**src/rtl/rv_pkg.sv**
```systemverilog
// rv_pkg: shared RISC-V decode definitions.
//   - 5-bit major opcode constants (inst[6:2])
//   - funct3 constants for SYSTEM / CSR forms
//   - decoded_t: one decoded instruction. The immediate is held at IMM_W bits,
//     the widest legal XLEN; a stage built for a narrower XLEN keeps the low
//     XLEN bits, which are already a correct sign extension.
package rv_pkg;

   localparam int IMM_W = 64;

   localparam logic [4:0] LOAD      = 5'b00000;
   localparam logic [4:0] MISC_MEM  = 5'b00011;
   localparam logic [4:0] OP_IMM    = 5'b00100;
   localparam logic [4:0] AUIPC     = 5'b00101;
   localparam logic [4:0] OP_IMM_32 = 5'b00110;
   localparam logic [4:0] STORE     = 5'b01000;
   localparam logic [4:0] OP        = 5'b01100;
   localparam logic [4:0] LUI       = 5'b01101;
   localparam logic [4:0] OP_32     = 5'b01110;
   localparam logic [4:0] BRANCH    = 5'b11000;
   localparam logic [4:0] JALR      = 5'b11001;
   localparam logic [4:0] JAL       = 5'b11011;
   localparam logic [4:0] SYSTEM    = 5'b11100;

   localparam logic [2:0] F3_PRIV   = 3'b000;  // ecall / ebreak
   localparam logic [2:0] F3_CSRRW  = 3'b001;
   localparam logic [2:0] F3_CSRRS  = 3'b010;
   localparam logic [2:0] F3_CSRRC  = 3'b011;
   localparam logic [2:0] F3_SYSRSV = 3'b100;  // reserved, illegal
   localparam logic [2:0] F3_CSRRWI = 3'b101;
   localparam logic [2:0] F3_CSRRSI = 3'b110;
   localparam logic [2:0] F3_CSRRCI = 3'b111;

   typedef struct packed {
      logic             sigill;
      logic [4:0]       opcode;
      logic [2:0]       funct3;
      logic [6:0]       funct7;
      logic [4:0]       funct5;
      logic [4:0]       rd;
      logic [4:0]       rs1;
      logic [4:0]       rs2;
      logic [11:0]      csr;
      logic             csr_load;
      logic             csr_store;
      logic [4:0]       csrimm;
      logic [IMM_W-1:0] imm;
   } decoded_t;

   function automatic logic [IMM_W-1:0] sext12(input logic [11:0] v);
      return {{(IMM_W-12){v[11]}}, v};
   endfunction

endpackage

```
**src/rtl/rv_decode_comb.sv**
```systemverilog
// rv_decode_comb: purely combinational RV32I/RV64I decoder.
//   inst : raw 32-bit instruction
//   dec  : decoded fields; unused fields are 0, and an illegal instruction
//          keeps only opcode and funct3 with sigill set.
module rv_decode_comb
   import rv_pkg::*;
#(
   parameter int XLEN = 32
) (
   input  logic [31:0] inst,
   output decoded_t    dec
);

   localparam bit RV64 = (XLEN == 64);

   logic [2:0]       f3;
   logic [4:0]       rd_f, rs1_f, rs2_f;
   logic [IMM_W-1:0] imm_i, imm_s, imm_b, imm_u, imm_j;
   logic             ill;

   assign f3    = inst[14:12];
   assign rd_f  = inst[11:7];
   assign rs1_f = inst[19:15];
   assign rs2_f = inst[24:20];

   assign imm_i = sext12(inst[31:20]);
   assign imm_s = sext12({inst[31:25], inst[11:7]});
   assign imm_b = {{(IMM_W-13){inst[31]}}, inst[31], inst[7], inst[30:25], inst[11:8], 1'b0};
   assign imm_u = {{(IMM_W-32){inst[31]}}, inst[31:12], 12'b0};
   assign imm_j = {{(IMM_W-21){inst[31]}}, inst[31], inst[19:12], inst[20], inst[30:21], 1'b0};

   always_comb begin
      dec        = '0;
      ill        = 1'b0;
      dec.opcode = inst[6:2];
      dec.funct3 = f3;
      case (inst[6:2])
         LOAD: begin
            ill     = (f3 == 3'b111) || (!RV64 && (f3 == 3'b011 || f3 == 3'b110));
            dec.rd  = rd_f;
            dec.rs1 = rs1_f;
            dec.imm = imm_i;
         end
         MISC_MEM: begin
            dec.rd  = rd_f;
            dec.rs1 = rs1_f;
            dec.imm = imm_i;
         end
         OP_IMM: begin
            // RV32 shamt is 5 bits: inst[25] set is a 6-bit shamt
            ill     = !RV64 && (f3 == 3'b001 || f3 == 3'b101) && inst[25];
            dec.rd  = rd_f;
            dec.rs1 = rs1_f;
            dec.imm = imm_i;
         end
         OP_IMM_32: begin
            ill     = !RV64;
            dec.rd  = rd_f;
            dec.rs1 = rs1_f;
            dec.imm = imm_i;
         end
         JALR: begin
            ill     = (f3 != 3'b000);
            dec.rd  = rd_f;
            dec.rs1 = rs1_f;
            dec.imm = imm_i;
         end
         STORE: begin
            ill     = f3[2] || (!RV64 && f3 == 3'b011);
            dec.rs1 = rs1_f;
            dec.rs2 = rs2_f;
            dec.imm = imm_s;
         end
         BRANCH: begin
            ill     = (f3[2:1] == 2'b01);
            dec.rs1 = rs1_f;
            dec.rs2 = rs2_f;
            dec.imm = imm_b;
         end
         LUI, AUIPC: begin
            dec.funct3 = 3'b000;
            dec.rd     = rd_f;
            dec.imm    = imm_u;
         end
         JAL: begin
            dec.funct3 = 3'b000;
            dec.rd     = rd_f;
            dec.imm    = imm_j;
         end
         OP, OP_32: begin
            ill        = (inst[6:2] == OP_32) && !RV64;
            dec.rd     = rd_f;
            dec.rs1    = rs1_f;
            dec.rs2    = rs2_f;
            dec.funct7 = inst[31:25];
            dec.funct5 = inst[31:27];
         end
         SYSTEM: begin
            if (f3 == F3_PRIV) begin
               // ecall/ebreak told apart by the I-immediate
               dec.imm = imm_i;
            end else if (f3 == F3_SYSRSV) begin
               ill = 1'b1;
            end else begin
               dec.csr = inst[31:20];
               dec.rd  = rd_f;
               if (f3[2]) dec.csrimm = rs1_f;
               else       dec.rs1    = rs1_f;
               // rw forms skip the read when rd=x0; set/clear skip the
               // write when the source (register or zimm) is 0
               if (f3[1:0] == F3_CSRRW[1:0]) begin
                  dec.csr_load  = |rd_f;
                  dec.csr_store = 1'b1;
               end else begin
                  dec.csr_load  = 1'b1;
                  dec.csr_store = |rs1_f;
               end
            end
         end
         default: ill = 1'b1;
      endcase
      if (inst[1:0] != 2'b11) ill = 1'b1;
      if (ill) begin
         dec        = '0;
         dec.opcode = inst[6:2];
         dec.funct3 = f3;
      end
      dec.sigill = ill;
   end

endmodule

```
**src/rtl/rv_decode_stage.sv**
```systemverilog
// rv_decode_stage: registered decode stage with a 2-entry elastic buffer.
//   clock, reset        : clock, synchronous active-high reset
//   flush               : drop every held beat and the beat presented now
//   in_valid/in_ready   : upstream handshake; in_ready is a plain register
//   in_inst, in_pc      : raw instruction and its PC
//   out_valid/out_ready : downstream handshake
//   out_pc, sigill, opcode, funct3/7/5, rd, rs1, rs2, csr, csr_load,
//   csr_store, imm, csrimm : decoded beat from the main entry
// The main entry drives the outputs; the skid entry catches a beat accepted
// while main is full and stalled, so in_ready can be registered.
module rv_decode_stage
   import rv_pkg::*;
#(
   parameter int XLEN = 32
) (
   input  logic            clock,
   input  logic            reset,
   input  logic            flush,
   input  logic            in_valid,
   output logic            in_ready,
   input  logic [31:0]     in_inst,
   input  logic [XLEN-1:0] in_pc,
   output logic            out_valid,
   input  logic            out_ready,
   output logic [XLEN-1:0] out_pc,
   output logic            sigill,
   output logic [4:0]      opcode,
   output logic [2:0]      funct3,
   output logic [6:0]      funct7,
   output logic [4:0]      funct5,
   output logic [4:0]      rd,
   output logic [4:0]      rs1,
   output logic [4:0]      rs2,
   output logic [11:0]     csr,
   output logic            csr_load,
   output logic            csr_store,
   output logic [XLEN-1:0] imm,
   output logic [4:0]      csrimm
);

   if (XLEN != 32 && XLEN != 64) begin : g_xlen_chk
      $error("rv_decode_stage: XLEN must be 32 or 64");
   end

   decoded_t        dec;
   decoded_t        main_q, skid_q;
   logic [XLEN-1:0] main_pc, skid_pc;
   logic            main_vld, skid_vld, rdy_q;
   logic            main_vld_d, skid_vld_d;
   logic            ld_main_new, ld_main_skid, ld_skid;
   logic            acc, drain;

   rv_decode_comb #(.XLEN(XLEN)) u_dec (
      .inst (in_inst),
      .dec  (dec)
   );

   assign acc   = in_valid & rdy_q;
   assign drain = main_vld & out_ready;

   // in_ready is low exactly when skid is full, so accept never coincides
   // with a skid->main move.
   always_comb begin
      main_vld_d   = main_vld;
      skid_vld_d   = skid_vld;
      ld_main_new  = 1'b0;
      ld_main_skid = 1'b0;
      ld_skid      = 1'b0;
      if (drain) begin
         if (skid_vld) begin
            ld_main_skid = 1'b1;
            skid_vld_d   = 1'b0;
         end else if (acc) begin
            ld_main_new = 1'b1;
         end else begin
            main_vld_d = 1'b0;
         end
      end else if (acc) begin
         if (main_vld) begin
            ld_skid    = 1'b1;
            skid_vld_d = 1'b1;
         end else begin
            ld_main_new = 1'b1;
            main_vld_d  = 1'b1;
         end
      end
      if (flush) begin
         main_vld_d   = 1'b0;
         skid_vld_d   = 1'b0;
         ld_main_new  = 1'b0;
         ld_main_skid = 1'b0;
         ld_skid      = 1'b0;
      end
   end

   always_ff @(posedge clock) begin
      if (reset) begin
         main_q   <= '0;
         skid_q   <= '0;
         main_pc  <= '0;
         skid_pc  <= '0;
         main_vld <= 1'b0;
         skid_vld <= 1'b0;
         rdy_q    <= 1'b1;
      end else begin
         main_vld <= main_vld_d;
         skid_vld <= skid_vld_d;
         rdy_q    <= ~skid_vld_d;
         if (ld_main_new) begin
            main_q  <= dec;
            main_pc <= in_pc;
         end else if (ld_main_skid) begin
            main_q  <= skid_q;
            main_pc <= skid_pc;
         end
         if (ld_skid) begin
            skid_q  <= dec;
            skid_pc <= in_pc;
         end
      end
   end

   // Upper immediate bits are dropped when XLEN is narrower than IMM_W.
   logic unused_imm_hi;
   assign unused_imm_hi = ^main_q.imm;

   assign in_ready  = rdy_q;
   assign out_valid = main_vld;
   assign out_pc    = main_pc;
   assign sigill    = main_q.sigill;
   assign opcode    = main_q.opcode;
   assign funct3    = main_q.funct3;
   assign funct7    = main_q.funct7;
   assign funct5    = main_q.funct5;
   assign rd        = main_q.rd;
   assign rs1       = main_q.rs1;
   assign rs2       = main_q.rs2;
   assign csr       = main_q.csr;
   assign csr_load  = main_q.csr_load;
   assign csr_store = main_q.csr_store;
   assign imm       = main_q.imm[XLEN-1:0];
   assign csrimm    = main_q.csrimm;

endmodule
```
**config.mk**
```make
export PLATFORM = sky130hd
export DESIGN_NAME = rv_decode_stage
export DESIGN_NICKNAME = d
export VERILOG_FILES = /design/src/rtl/rv_pkg.sv /design/src/rtl/rv_decode_comb.sv /design/src/rtl/rv_decode_stage.sv
export SDC_FILE = /design/constraint.sdc
export NUM_CORES = 1
export LEC_CHECK = 0
export ABC_CLOCK_PERIOD_IN_PS = 2100
export BUFFER_PORTS_ARGS = -buffer_cell sky130_fd_sc_hd__buf_4
export CAP_MARGIN = 20
export CORE_MARGIN = 2
export CORE_UTILIZATION = 40
export DETAILED_ROUTE_END_ITERATION = 8
export SLEW_MARGIN = 40
export SYNTH_ARGS = -nofsm -noshare
export SYNTH_HDL_FRONTEND = slang
export SYNTH_SLANG_ARGS = --single-unit
```
**constraint.sdc**
```tcl
create_clock -name clock -period 2.1 [get_ports clock]
set_input_delay 0.315 -clock clock [delete_from_list [all_inputs] [get_ports clock]]
set_output_delay 0.315 -clock clock [all_outputs]
set_load 0.05 [all_outputs]
```
Word level (Yosys, flattened, before mapping)

Index checks and enable logic that the tools add are counted.

Word-level logic and storage cells: 124
Input bits: 69
Register bits: 273

Multiplexer cells: 45
Equal/unequal tests: 23
Bitwise logic cells: 3
Reduce and logical (&&, ||, !) cells: 22

Operators with widths:

| cell                                                            | count |
|---|---|
| 64-bit case mux with 6 select lines                             | 1 |
| 119-bit 2-to-1 mux                                              | 2 |
| 113-bit 2-to-1 mux                                              | 1 |
| 32-bit 2-to-1 mux                                               | 2 |
| 64-bit 2-to-1 mux                                               | 1 |
| 19-bit 2-to-1 mux                                               | 3 |
| 1-bit 2-to-1 mux                                                | 24 |
| 5-bit by 4-bit == test with 1-bit output, second input constant | 4 |
| 5-bit == test, second input constant                            | 4 |
| 10-bit 2-to-1 mux                                               | 2 |
| 5-bit case mux with 2 select lines                              | 2 |
| 5-bit by 3-bit == test with 1-bit output, second input constant | 3 |
| 5-bit 2-to-1 mux                                                | 3 |
| 5-bit OR reduction                                              | 3 |
| 3-bit == test, second input constant                            | 4 |
| 12-bit 2-to-1 mux                                               | 1 |
| 10-bit OR reduction                                             | 1 |
| 9-bit OR reduction                                              | 1 |
| 1-bit case mux with 8 select lines                              | 1 |
| 4-bit OR reduction                                              | 2 |
| 2-bit != test, second input constant                            | 3 |
| 2-bit OR reduction                                              | 3 |
| 5-bit by 2-bit == test with 1-bit output, second input constant | 1 |
| 5-bit zero test                                                 | 1 |
| other kinds (14)                                                | 20 |

Longest topological paths before layout

Depth after elaboration: 7
Gate-level depth with buffers: 9
Gate-level depth less buffers: 6

By module

From an unflattened synthesis, not the netlist that was laid out.

Cells, all modules: 1506
Area, all modules: 12104.1 µm²

Modules (own cells, without submodules):

| module          | cells each | area each (µm²) | instances |
|---|---|---|---|
| rv_decode_stage | 1245       | 10376.2         | 1 |
| rv_decode_comb  | 261        | 1727.9          | 1 |

Worst setup path before layout

OpenSTA, ideal clock, no wires.

Path kind: flip-flop to flip-flop
Start: register main_vld (netlist: out_valid)
End: register main_q, in the netlist imm[18]
Arrival: 2.258 ns
Library setup time: 0.134 ns
Required time: 1.966 ns
Cell stages (with the launch flop): 8
Period minus slack after synthesis: 2.392 ns
Slack: -0.292 ns
Path buffers: 4
Cell sequence: dfxtp_1 -> clkbuf_1 -> and4b_1 -> clkbuf_1 -> buf_2 -> clkbuf_1 -> mux2i_1 -> o22ai_1

Cells in the longest elaborated chain, start to end: 5

RTL lines:

| element                                                         | RTL line               | text |
|---|---|---|
| start, declared                                                 | rv_decode_stage.sv:48  | `logic main_vld, skid_vld, rdy_q;` |
| start signal, assigned                                          | rv_decode_stage.sv:106 | `main_vld <= main_vld_d;` |
| 1-bit 2-to-1 mux                                                | rv_decode_stage.sv:79  | `if (main_vld) begin` |
| 1-bit 2-to-1 mux                                                | rv_decode_stage.sv:78  | `end else if (acc) begin` |
| 1-bit 2-to-1 mux                                                | rv_decode_stage.sv:69  | `if (drain) begin` |
| 1-bit 2-to-1 mux                                                | rv_decode_stage.sv:87  | `if (flush) begin` |
| 119-bit 2-to-1 mux / 2-bit nonzero test (equally long branches) | n/a                    |  |
| end signal, assigned                                            | rv_decode_stage.sv:113 | `main_q <= skid_q;` |
| end, declared                                                   | rv_decode_stage.sv:46  | `decoded_t main_q, skid_q;` |

Parallel ways exist; a longest one is shown, timed or not.
A chain may end at the register's enable or synchronous reset.

Worst setup path in the final report

Start: register main_vld (netlist: out_valid)
End: register skid_q[90] (netlist name)

Cells in the longest elaborated chain, start to end: 4

RTL lines:

| element              | RTL line               | text |
|---|---|---|
| 1-bit 2-to-1 mux     | rv_decode_stage.sv:79  |  |
| 1-bit 2-to-1 mux     | rv_decode_stage.sv:78  |  |
| 1-bit 2-to-1 mux *   | rv_decode_stage.sv:69  |  |
| 1-bit 2-to-1 mux *   | rv_decode_stage.sv:87  |  |
| end signal, assigned | rv_decode_stage.sv:99  | `skid_q <= '0;` |
| end signal, assigned | rv_decode_stage.sv:117 | `skid_q <= dec;` |
| end, declared        | rv_decode_stage.sv:46  |  |

Mark *: on every way between the ends. The rest lies on a longest branch, timed or not.

==> metrics <==
cell taking the most area after synthesis=dfxtp_1; Tot GR Track Use=21.8%; worst relative slew slack=43.7%; Seq cells post-synth=about 230; die height=around 160 um; combinational share of power=9.0%; P_int=7.78 mW; port buffer count=between 150 and 200; Worst Hold Class=input port to flop; most frequent cell after synthesis=dfxtp_1; HPWL after detailed placement=18,600 um; setup bufs post-CTS=0; fmax=512 MHz; synthesized-area fraction occupied by adder cells=0%; Worst Path Arrival=2.41 ns; die area=0.0246 mm2; Max Slew Vio Count=0; top-level I/O count=190; Detailed Route WL=27,400 um; measured slew at the worst slew-check pin=between 0.8 and 0.9 ns; share of flip-flops with an asynchronous set or reset=0%; worst-path maximum fanout=8; worst r2r src=out_valid; Worst Setup End Kind=flop; per-cell routed wire length=18.0 um; Iteration-0 DRC Markers=524; core area=between 0.02 and 0.025 mm2; MaxCap Viol Count=0; largest net degree at the start of global routing=76; Initial Util=a little over 40%; startpoint types=flop; Via Count=8,162; area share of the largest cell type after synthesis=about half; unrepaired setup endpoints after global routing=false; Sum Neg Setup Slack=0 ns; Tcrit/Tclk final=93.0%; post-synthesis mux area share=around 8.3%; CTS H-tree lvls=1; hold path start=in_inst[8]; later-pin clock latency in the skew report=0.52 ns; CTS sink count=231; Final Hold Viols=0; Crit. Startpoint=out_valid; min Tclk post-route=1.95 ns; switch share=23.5%; Synth cell types=between 50 and 60; share of cells above drive strength 1=roughly 29%; Worst Skew=0.0199 ns; row count=55; ant diodes=0; total grt overflow=0; Flop pwr share=between 40% and 50%; kind of critical path=flop to flop; initial antenna violation count=0; CTS Buf Count=25; most instantiated cells after synthesis=231 x dfxtp_1, 158 x nand2_1, 99 x a21oi_1; Mapped Cells=983; Synth Area in Simple Gates=13.4%; P_sw=2.39 mW; main flop type after synthesis=dfxtp_1; final-stage net count=1,258; Power per Cell Area=between 800 and 900 mW/mm2; clock power share=47.1%; first-pass GRT wire length=approximately 43,000 um; reg2reg setup slack=0.15 ns; Pre-antenna DRT Iters=5; Post-Synth XOR/XNOR Area=0%; Vias/cell=between 5 and 6; YS warnings=0; EDFF count, synth=0; Seq/Total Area, Yosys=49.6%; main combinational cell family by area after synthesis=compound AO/OA/AOI/OAI gates; vias in the first global route=7,735; clk slew on worst S/H paths=0.06 ns; outcome=finished clean; Post-Route Utilization=54.8%; Mapped Nets=1,052; chip width=157 um; CTS root buffer=clkbuf_16; Worst EP required=2.55 ns; mapped cell area=0.00933 mm2; Finished Cell Area=approximately 0.012 mm2; antenna-violating nets left=0; Final Setup Violations=0; top post-synthesis cells by area=dfxtp_1 50%, mux2i_1 8.3%, nand2_1 6.4%, a21oi_1 5.3%, a22o_1 4.5%; Synth Area per Inst=9.49 um2; Post-DP Area=0.0115 mm2; Leak=slightly below 5 nW; drt drc=0; GPL Wtd Cong=0.866; Layout Area Growth over Synthesis=33.7%; Synth Area in Compound Gates=24.5%; Peak VDD IR=0.472 mV; Clock Tree Buf Depth=3; CTS tree=done
-- kinds of logic after synthesis --
| kind of cell | after synthesis |
|---|---|
| AO/OA/AOI/OAI | 333 |
| flip-flops | 231 |
| buffers and inverters | 93 |
| AND/OR/NAND/NOR | 249 |
| multiplexers | 77 |
-- final timing paths --
path / end / depth (start not counted)
setup reg to reg: skid_q[90] / 7
hold reg to reg: skid_q[28] / 2
hold / removal: rd[1] / 2
setup / recovery: skid_q[90] / 7
-- per-layer routing --
layer | track usage (%) | part of all wire (%) | up-vias
met5 | 0 | 0 | -
met4 | 5.42 | 2.2 | 0
met3 | 3.49 | 5.5 | 38
met2 | 34.5 | 46 | 228
met1 | 31.0 | 46 | 3882
li1 | - | - | 4014
-- what timing repair did --
action	in CTS	in global routing
hold endpoints to repair	1	0
hold buffers	1	0
gates resized for setup	0	4
setup endpoints to repair	0	67
-- power by group through the flow --
stage	Sequential [mW]	Clock (mW)	Combinational [mW]
floorplan	4.70	0	0.336
global placement	4.56	0	0.896
detailed placement	4.56	0	0.913
CTS	4.46	4.89	0.917
global route	4.46	5.09	0.984
finish	4.46	4.79	0.920
-- final cells by class --
| class | count | area, um2 |
|---|---|---|
| inverter | 8 | 30.0 |
| clock inverter | 13 | 196 |
| multi-input combinational | 659 | 4360 |
| sequential | 231 | 4630 |
| timing repair buffer | 264 | 2150 |
| tap | 313 | 392 |
| clock buffer | 33 | 716 |
| fill | 2062 | 10300 |
-- cells in the final DEF, fill, tap and decap left out, drive strengths merged, types with 3 or more instances in the layout --
| cell type | netlist | routed |
|---|---|---|
| a22o | 48 | 48 |
| clkbuf | 61 | 33 |
| buf | 24 | 263 |
| nand2b | 7 | 7 |
| a31oi | 4 | 4 |
| nand4b | 3 | 3 |
| o21ai | 38 | 38 |
| nand4 | 3 | 3 |
| or2 | 5 | 5 |
| a221oi | 3 | 3 |
| mux2i | 77 | 77 |
| bufinv | 0 | 5 |
| and3 | 3 | 3 |
| nor3b | 4 | 4 |
| a32o | 5 | 5 |
| dfxtp | 231 | 231 |
| nor4 | 4 | 4 |
| nand2 | 158 | 158 |
| inv | 7 | 8 |
| clkinv | 1 | 7 |
| a21oi | 99 | 99 |
| a22oi | 42 | 42 |
| o22ai | 27 | 27 |
| nand3 | 3 | 3 |
| nor3 | 19 | 19 |
| nor2 | 19 | 19 |
| nor2b | 8 | 8 |
| and2 | 3 | 3 |
| a21boi | 3 | 3 |
| o2bb2ai | 47 | 47 |
-- worst max-delay path, stage by stage (launching register included) --
cell and delay (ns):
dfxtp_2 0.40, nand4b_1 0.22, nor3_2 0.26, buf_4 0.21, nand3_1 0.10, buf_4 0.17, a211oi_2 0.34, a22o_1 0.18
-- per-stage QoR --
| stage | setup WS, ns | total power, mW | hold slack (ns) | std cells |
|---|---|---|---|---|
| floorplan | 0.0581 | 5.04 | 0.424 | 983 |
| global placement | -0.266 | 5.45 | 0.436 | 1472 |
| detailed placement | -0.235 | 5.47 | 0.444 | 1474 |
| CTS | 0.0264 | 10.3 | 0.0108 | 1521 |
| global route | 0.0138 | 10.5 | 0.0200 | 1521 |
| finish | 0.146 | 10.2 | 0.0324 | 1521 |
-- sequential cells by signal, indices dropped and copies added, names as in the netlist --
signal,count
csr_load,1
in_ready,1
rs1,5
opcode,5
out_valid,1
skid_vld,1
imm,32
csr_store,1
rs2,5
rd,5
csrimm,5
csr,12
funct7,7
sigill,1
out_pc,32
funct3,3
skid_pc,32
skid_q,82
(Power assumes the default switching activity.)
